**config.mk**
```make
export PLATFORM = sky130hd
export DESIGN_NAME = vector_pos_stats_flat
export DESIGN_NICKNAME = d
export VERILOG_FILES = /design/src/rtl/vector_pos_stats_pkg.sv /design/src/rtl/vector_pos_stats_if.sv /design/src/rtl/vector_pos_stats_accum.sv /design/src/rtl/vector_pos_stats.sv /design/src/flat_wrapper.sv
export SDC_FILE = /design/constraint.sdc
export NUM_CORES = 1
export LEC_CHECK = 0
export BUFFER_PORTS_ARGS = -buffer_cell sky130_fd_sc_hd__buf_2
export CAP_MARGIN = 0
export CORE_ASPECT_RATIO = 0.7
export CORE_MARGIN = 2
export CORE_UTILIZATION = 35
export CTS_CLUSTER_DIAMETER = 40
export DETAILED_ROUTE_END_ITERATION = 16
export MAX_ROUTING_LAYER = met4
export PLACE_DENSITY = 0.62
export SYNTH_ARGS = -nofsm -noshare
export SYNTH_HDL_FRONTEND = slang
export SYNTH_SLANG_ARGS = --single-unit
```
**constraint.sdc**
```tcl
create_clock -name clk -period 2.2 [get_ports clk]
set_clock_uncertainty 0.15 [all_clocks]
set_input_delay 0 -clock clk [delete_from_list [all_inputs] [get_ports clk]]
set_output_delay 0 -clock clk [all_outputs]
set_load 0.005 [all_outputs]
```
**src/rtl/vector_pos_stats_pkg.sv**
```systemverilog
// Shared types for the position statistics path.
// Position codes: 0..31 bit index, 32 none, above that illegal.
package vector_pos_pkg;

  localparam int POS_W     = 6;
  localparam int NONE_CODE = 32;

  typedef logic [POS_W-1:0] pos_t;

  typedef enum logic {
    SLOT_EMPTY,
    SLOT_FULL
  } slot_e;

  function automatic logic is_hit(pos_t p);
    return p < pos_t'(NONE_CODE);
  endfunction

  function automatic logic is_bad(pos_t p);
    return p > pos_t'(NONE_CODE);
  endfunction

endpackage

```
**src/rtl/vector_pos_stats_if.sv**
```systemverilog
// Result slot handshake: one window summary per transfer.
// master drives data/valid, slave drives ready.
interface vector_pos_stats_if
  import vector_pos_pkg::*;
#(
  parameter int WINDOW = 16
);
  localparam int LW    = $clog2(WINDOW);
  localparam int CNT_W = LW + 1;
  localparam int SUM_W = POS_W + LW;

  logic             out_valid;
  logic             out_ready;
  pos_t             out_min;
  pos_t             out_max;
  logic [SUM_W-1:0] out_sum;
  logic [CNT_W-1:0] out_hits;
  pos_t             out_avg;

  modport master (
    output out_valid, out_min, out_max,
    output out_sum, out_hits, out_avg,
    input  out_ready
  );

  modport slave (
    input  out_valid, out_min, out_max,
    input  out_sum, out_hits, out_avg,
    output out_ready
  );
endinterface

```
**src/rtl/vector_pos_stats_accum.sv**
```systemverilog
// Window accumulator: sample counter plus min/max/sum/hits.
// res_* already include the sample closing the window.
module pos_window_accum
  import vector_pos_pkg::*;
#(
  parameter int WINDOW = 16,
  localparam int LW    = $clog2(WINDOW),
  localparam int CNT_W = LW + 1,
  localparam int SUM_W = POS_W + LW
) (
  input  logic             clk,
  input  logic             rst,
  input  logic             clr,
  input  logic             in_valid,
  input  pos_t             pos_in,
  output logic             done,
  output pos_t             res_min,
  output pos_t             res_max,
  output logic [SUM_W-1:0] res_sum,
  output logic [CNT_W-1:0] res_hits
);

  logic [LW-1:0]    cnt;
  pos_t             mn;
  pos_t             mx;
  logic [SUM_W-1:0] sum;
  logic [CNT_W-1:0] hits;

  logic             take;
  logic             hit;
  pos_t             nx_min;
  pos_t             nx_max;
  logic [SUM_W-1:0] nx_sum;
  logic [CNT_W-1:0] nx_hits;

  assign take = in_valid && !clr;
  assign hit  = take && is_hit(pos_in);
  assign done = take && (cnt == LW'(WINDOW - 1));

  assign nx_min  = (hit && pos_in < mn) ? pos_in : mn;
  assign nx_max  = (hit && pos_in > mx) ? pos_in : mx;
  assign nx_sum  = sum + (hit ? SUM_W'(pos_in) : '0);
  assign nx_hits = hits + CNT_W'(hit);

  // An empty window reports NONE for max as well as min.
  assign res_min  = nx_min;
  assign res_max  = (nx_hits == '0) ? pos_t'(NONE_CODE) : nx_max;
  assign res_sum  = nx_sum;
  assign res_hits = nx_hits;

  always_ff @(posedge clk) begin
    if (rst || clr || done) begin
      cnt  <= '0;
      mn   <= pos_t'(NONE_CODE);
      mx   <= '0;
      sum  <= '0;
      hits <= '0;
    end else if (take) begin
      cnt  <= cnt + 1'b1;
      mn   <= nx_min;
      mx   <= nx_max;
      sum  <= nx_sum;
      hits <= nx_hits;
    end
  end

endmodule

```
**src/rtl/vector_pos_stats.sv**
```systemverilog
// Windowed statistics over detector position codes.
// One-entry result slot with sticky overflow/illegal flags.
module vector_pos_stats
  import vector_pos_pkg::*;
#(
  parameter int WINDOW = 16,
  localparam int LW    = $clog2(WINDOW),
  localparam int CNT_W = LW + 1,
  localparam int SUM_W = POS_W + LW
) (
  input  logic                clk,
  input  logic                rst,
  input  logic                clr,
  input  logic                in_valid,
  input  pos_t                pos_in,
  vector_pos_stats_if.master  out,
  output logic                ovf,
  output logic                err
);

  logic             done;
  pos_t             r_min;
  pos_t             r_max;
  logic [SUM_W-1:0] r_sum;
  logic [CNT_W-1:0] r_hits;

  pos_window_accum #(.WINDOW(WINDOW)) u_accum (
    .clk      (clk),
    .rst      (rst),
    .clr      (clr),
    .in_valid (in_valid),
    .pos_in   (pos_in),
    .done     (done),
    .res_min  (r_min),
    .res_max  (r_max),
    .res_sum  (r_sum),
    .res_hits (r_hits)
  );

  slot_e            st;
  slot_e            st_nx;
  logic             load;
  logic             ovf_set;
  pos_t             d_min;
  pos_t             d_max;
  logic [SUM_W-1:0] d_sum;
  logic [CNT_W-1:0] d_hits;

  always_comb begin
    st_nx   = st;
    load    = 1'b0;
    ovf_set = 1'b0;
    unique case (st)
      SLOT_EMPTY: begin
        if (done) begin
          st_nx = SLOT_FULL;
          load  = 1'b1;
        end
      end
      SLOT_FULL: begin
        // Drain and refill in one edge keeps the stream bubble-free.
        if (out.out_ready) begin
          st_nx = done ? SLOT_FULL : SLOT_EMPTY;
          load  = done;
        end else if (done) begin
          ovf_set = 1'b1;
        end
      end
    endcase
  end

  always_ff @(posedge clk) begin
    if (rst) begin
      st     <= SLOT_EMPTY;
      d_min  <= '0;
      d_max  <= '0;
      d_sum  <= '0;
      d_hits <= '0;
    end else begin
      st <= st_nx;
      if (load) begin
        d_min  <= r_min;
        d_max  <= r_max;
        d_sum  <= r_sum;
        d_hits <= r_hits;
      end
    end
  end

  always_ff @(posedge clk) begin
    if (rst || clr) begin
      ovf <= 1'b0;
      err <= 1'b0;
    end else begin
      if (ovf_set)
        ovf <= 1'b1;
      if (in_valid && is_bad(pos_in))
        err <= 1'b1;
    end
  end

  assign out.out_valid = (st == SLOT_FULL);
  assign out.out_min   = d_min;
  assign out.out_max   = d_max;
  assign out.out_sum   = d_sum;
  assign out.out_hits  = d_hits;
  assign out.out_avg   = POS_W'(d_sum >> LW);

endmodule

```
**src/flat_wrapper.sv**
```systemverilog
// flat-port wrapper written by rule: the top's interface ports become plain ports
module vector_pos_stats_flat import vector_pos_pkg::*;
#(
  parameter int WINDOW = 16,
  localparam int LW    = $clog2(WINDOW),
  localparam int CNT_W = LW + 1,
  localparam int SUM_W = POS_W + LW
)
  (clk, rst, clr, in_valid, pos_in, ovf, err, out_out_valid, out_out_min, out_out_max, out_out_sum, out_out_hits, out_out_avg, out_out_ready);
  vector_pos_stats_if #(.WINDOW(WINDOW)) out_i ();
  input  logic clk;
  input  logic rst;
  input  logic clr;
  input  logic in_valid;
  input  pos_t pos_in;
  output logic ovf;
  output logic err;
  output wire logic [$bits(out_i.out_valid)-1:0] out_out_valid;
  output wire logic [$bits(out_i.out_min)-1:0] out_out_min;
  output wire logic [$bits(out_i.out_max)-1:0] out_out_max;
  output wire logic [$bits(out_i.out_sum)-1:0] out_out_sum;
  output wire logic [$bits(out_i.out_hits)-1:0] out_out_hits;
  output wire logic [$bits(out_i.out_avg)-1:0] out_out_avg;
  input wire logic [$bits(out_i.out_ready)-1:0] out_out_ready;
  assign out_out_valid = out_i.out_valid;
  assign out_out_min = out_i.out_min;
  assign out_out_max = out_i.out_max;
  assign out_out_sum = out_i.out_sum;
  assign out_out_hits = out_i.out_hits;
  assign out_out_avg = out_i.out_avg;
  assign out_i.out_ready = out_out_ready;
  vector_pos_stats #(.WINDOW(WINDOW)) u_core (.clk(clk), .rst(rst), .clr(clr), .in_valid(in_valid), .pos_in(pos_in), .out(out_i), .ovf(ovf), .err(err));
endmodule
```
==> reports/results.tsv <==
stage	metric	value	unit
route	Total Wirelength	7340	microns
floorplan	Horiz. Die Dim	114	microns
yosys	Post-Synth Adder-Cell Area	9.13	%
cells_and_area	layout cell share with drive strength beyond 1	24.2	%
pwr	Pleak	1.60	nW
worst_hold_path	min-delay src	in_valid	
critical_path	R2R setup slack	0.11	ns
clocking	H-tree Lvls	3	
yosys	syn nets	378	
placed_design	HPWL after DPL	5400	microns
critical_path	crit-path max cell delay	0.53	ns
pwr	overall power	2.53	mW
critical_path	crit-path max FO	7	
floorplan	# IOs	47	
yosys	Unique masters post-synth	45	
floorplan	Die Y-Extent	81.0	microns
route	Via density	4.92	
placed_design	pre-CTS WS	-0.158	ns
yosys	Synth Area in Compound Gates	15.0	%
cells_and_area	synthesis-to-finish area growth	29.5	%
route	DRC errors left	0	
sta	endpoints failing setup	0	
pwr	switching pwr	564	uW
yosys	Seq cells post-synth	61	
critical_path	Setup Crit Path Kind	input pin to flip-flop	
route	DRT iter0 DRCs	127	
critical_path	Largest delay share family, worst path	compound AO/OA/AOI/OAI gates	
global_routing	first-pass GRT wire length	12000	microns
clocking	latest clock arrival within the worst-skew pair	0.33	ns
critical_path	WP buf/inv	2	
cells_and_area	final std cells w/o fill	530	
global_routing	GRT Total Usage	17.8	%
route	routed length per instance	13.8	microns
cells_and_area	Post-layout nets	453	
yosys	Synth area leaders	dfxtp_1, ha_1, nand2_1, nor2_1, a21oi_1	
sta	final setup margin	0.0601	ns
sta	post-route clock period utilization	97.3	%
yosys	top cell type's share of synthesized area	41.2	%
clocking	root buffer cell	clkbuf_16	
clocking	setup bufs post-CTS	0	
pwr	power per cell area	660	nW/um^2
yosys	xor and xnor area share after synthesis	5.03	%
critical_path	Setup crit end kind	flip-flop	
cells_and_area	design area	3830	sq um
clocking	maximum root-to-sink buffer count	2	
global_routing	initial antenna violation count	0	
floorplan	Core ar.	8340	sq um
route	vias	2609	
pwr	Internal	1.97	mW
sta	Max Fclk	467	MHz
floorplan	Die Area	9220	sq um
yosys	Post-synth top cells	dfxtp_1, nand2_1, nor2_1	
worst_hold_path	Hold EP	u_core.u_accum.sum[2]	
route	Pre-Repair DR Iteration Count	4	
yosys	Mapped Cells	346	
yosys	simple logic cell fraction of the synthesized area	19.5	%
worst_hold_path	hold path depth	5	
global_routing	vias in the first global route	2433	
floorplan	# rows	28	
yosys	syn avg cell area	8.56	sq um
cells_and_area	fin util	46.0	%
clocking	CTS tree	yes	
pwr	switch share	22.3	%
yosys	Most used DFF post-synth	dfxtp_1	
sta	minimum clock period	2.14	ns
critical_path	crit path cell chain	dlygate4sd3_1 > buf_2 > ha_1 > a21oi_1 > a21boi_0 > o311a_2 > o21ba_2 > a211oi_1	
global_routing	largest net degree at the start of global routing	22	
critical_path	Worst Path Arrival	2.23	ns
critical_path	reg2reg start	u_core.u_accum.mx[4]	
sta	Setup TNS	0	ns
worst_hold_path	HP Class	input pin to flip-flop	
route	DRT antenna net count	0	
cells_and_area	Ant. Diodes	0	
yosys	leading area contributor after synthesis	dfxtp_1	
pwr	combinational share of power	6.6	%
pwr	Reg power frac	44.1	%
yosys	mapped cell area	2960	sq um
critical_path	Startpoint Class	input pin	
yosys	main combinational cell family by area after synthesis	simple AND/OR/NAND/NOR gates	
clocking	clk sinks	61	
sta	Hold Vio Cnt, Final	0	
critical_path	RR Endpoint	u_core.out.out_max[5]	
pwr	Clock Power Share	49.3	%
placed_design	Port Buffers	46	
clocking	Worst-path clk slew	0.05	ns
yosys	most frequent cell after synthesis	dfxtp_1	
yosys	Yosys warnings	0	
placed_design	GPL Wtd Cong	0.864	
placed_design	Cells after DPL	505	
placed_design	placed cell areas	3450	sq um
critical_path	Worst Path Required	2.29	ns
yosys	Async SR Flop Fraction	0	%
clocking	cts bufs inserted	9	
yosys	Seq/Total Area, Yosys	41.2	%
pwr	VDD IR-drop max	0.400	mV
critical_path	Reg2Reg Depth	7	
global_routing	total gr overflow	0	
yosys	number of synthesized flops with an enable pin	0	
yosys	mux cell area share after synthesis	4.06	%
floorplan	Initial Util	35.5	%
sta	Max Slew Vio Count	0	
sta	hold slack	0.101	ns
run_status	status	completed	
critical_path	Worst path slowest cell	dlygate4sd3_1	
run	maxcap violations	0	
layout by cell type, fill, tap and decap left out, drive strengths merged, types with 3 or more instances in the layout:
cell type    synthesis  final
mux2i               12     12
or3                  4      4
buf                 13     76
o21ai               11     11
ha                  20     20
nor2                36     36
xnor2                7      7
dlygate4sd3          0     10
nand3                8      8
nand2b               4      4
a31oi                3      3
xor2                10     10
a211oi              16     16
o211ai               3      3
dfxtp               61     61
nor2b                3      3
clkbuf               9     13
inv                 16     16
nand2               46     46
nor3                 9      9
a21oi               26     26
and3                 3      3
and2                 4      4
cell type report:
class                      instances  area (sq um)
clock inverter                     2          10.0
inverter                          16          60.1
timing repair buffer              86           556
clock buffer                      13           250
sequential                        61          1220
tap                              105           131
fill                             819          4500
multi-input combinational        247          1610
worst max-delay path by stage:
stage	from	end	cells after the start
final	pos_in[4]	u_core.out.out_max[5]	8
after global routing	u_core.u_accum.hits[0]	u_core.out.out_max[1]	8
after CTS	u_core.u_accum.hits[0]	u_core.out.out_max[5]	8
after detailed placement	clr	u_core.out.out_max[1]	12
after global placement	clr	u_core.out.out_max[5]	12
after floorplan	clr	u_core.out.out_sum[6]	12
worst register-to-register path: stages (launching register included):
cell and delay [ns]:
dfxtp_1 0.33, inv_1 0.05, ha_1 0.30, a21oi_1 0.16, a21boi_0 0.11, o311a_2 0.45, o21ba_2 0.25, a211oi_1 0.22
metal layers:
layer  share of wire (%)  GRT usage, %  vias to the layer above
met5                   0             -                        -
met4                 1.2          6.71                        0
met3                 4.8          6.12                       12
met2                  44          26.5                       50
met1                  50          22.5                     1212
li1                    -             -                     1335
sequential cells by signal (all words and copies together), names as in the netlist:
| name | count |
|---|---|
| u_core.out.out_sum | 10 |
| u_core.u_accum.sum | 10 |
| u_core.out.out_valid | 1 |
| u_core.u_accum.cnt | 4 |
| u_core.ovf | 1 |
| u_core.out.out_min | 6 |
| u_core.u_accum.mx | 6 |
| u_core.out.out_hits | 5 |
| u_core.out.out_max | 6 |
| u_core.err | 1 |
| u_core.u_accum.mn | 6 |
| u_core.u_accum.hits | 5 |
power by group through the flow:
stage	sequential [mW]	combinational [mW]	clock [mW]
global placement	1.14	0.150	0
floorplan	1.14	0.0854	0
global route	1.11	0.186	1.35
finish	1.12	0.167	1.25
CTS	1.12	0.164	1.29
detailed placement	1.14	0.151	0
timing repair:
action,in CTS,in global routing
endpoints found under the hold margin,40,0
setup endpoints to repair,0,11
gates resized for setup,0,9
hold buffers,10,0
logic make-up (layout without fill, tap and decap cells):
kind of cell               count (synthesis)  after routing
AOI/OAI and AO/OA                         70             70
adders and majority gates                 21             21
other                                      1              1
DFF                                       61             61
and+or+nand+nor                          126            126
xor gates and xnor gates                  17             17
muxes                                     12             12
buffers and inverters                     38            117
No activity file was read; power rests on OpenSTA's default activity.
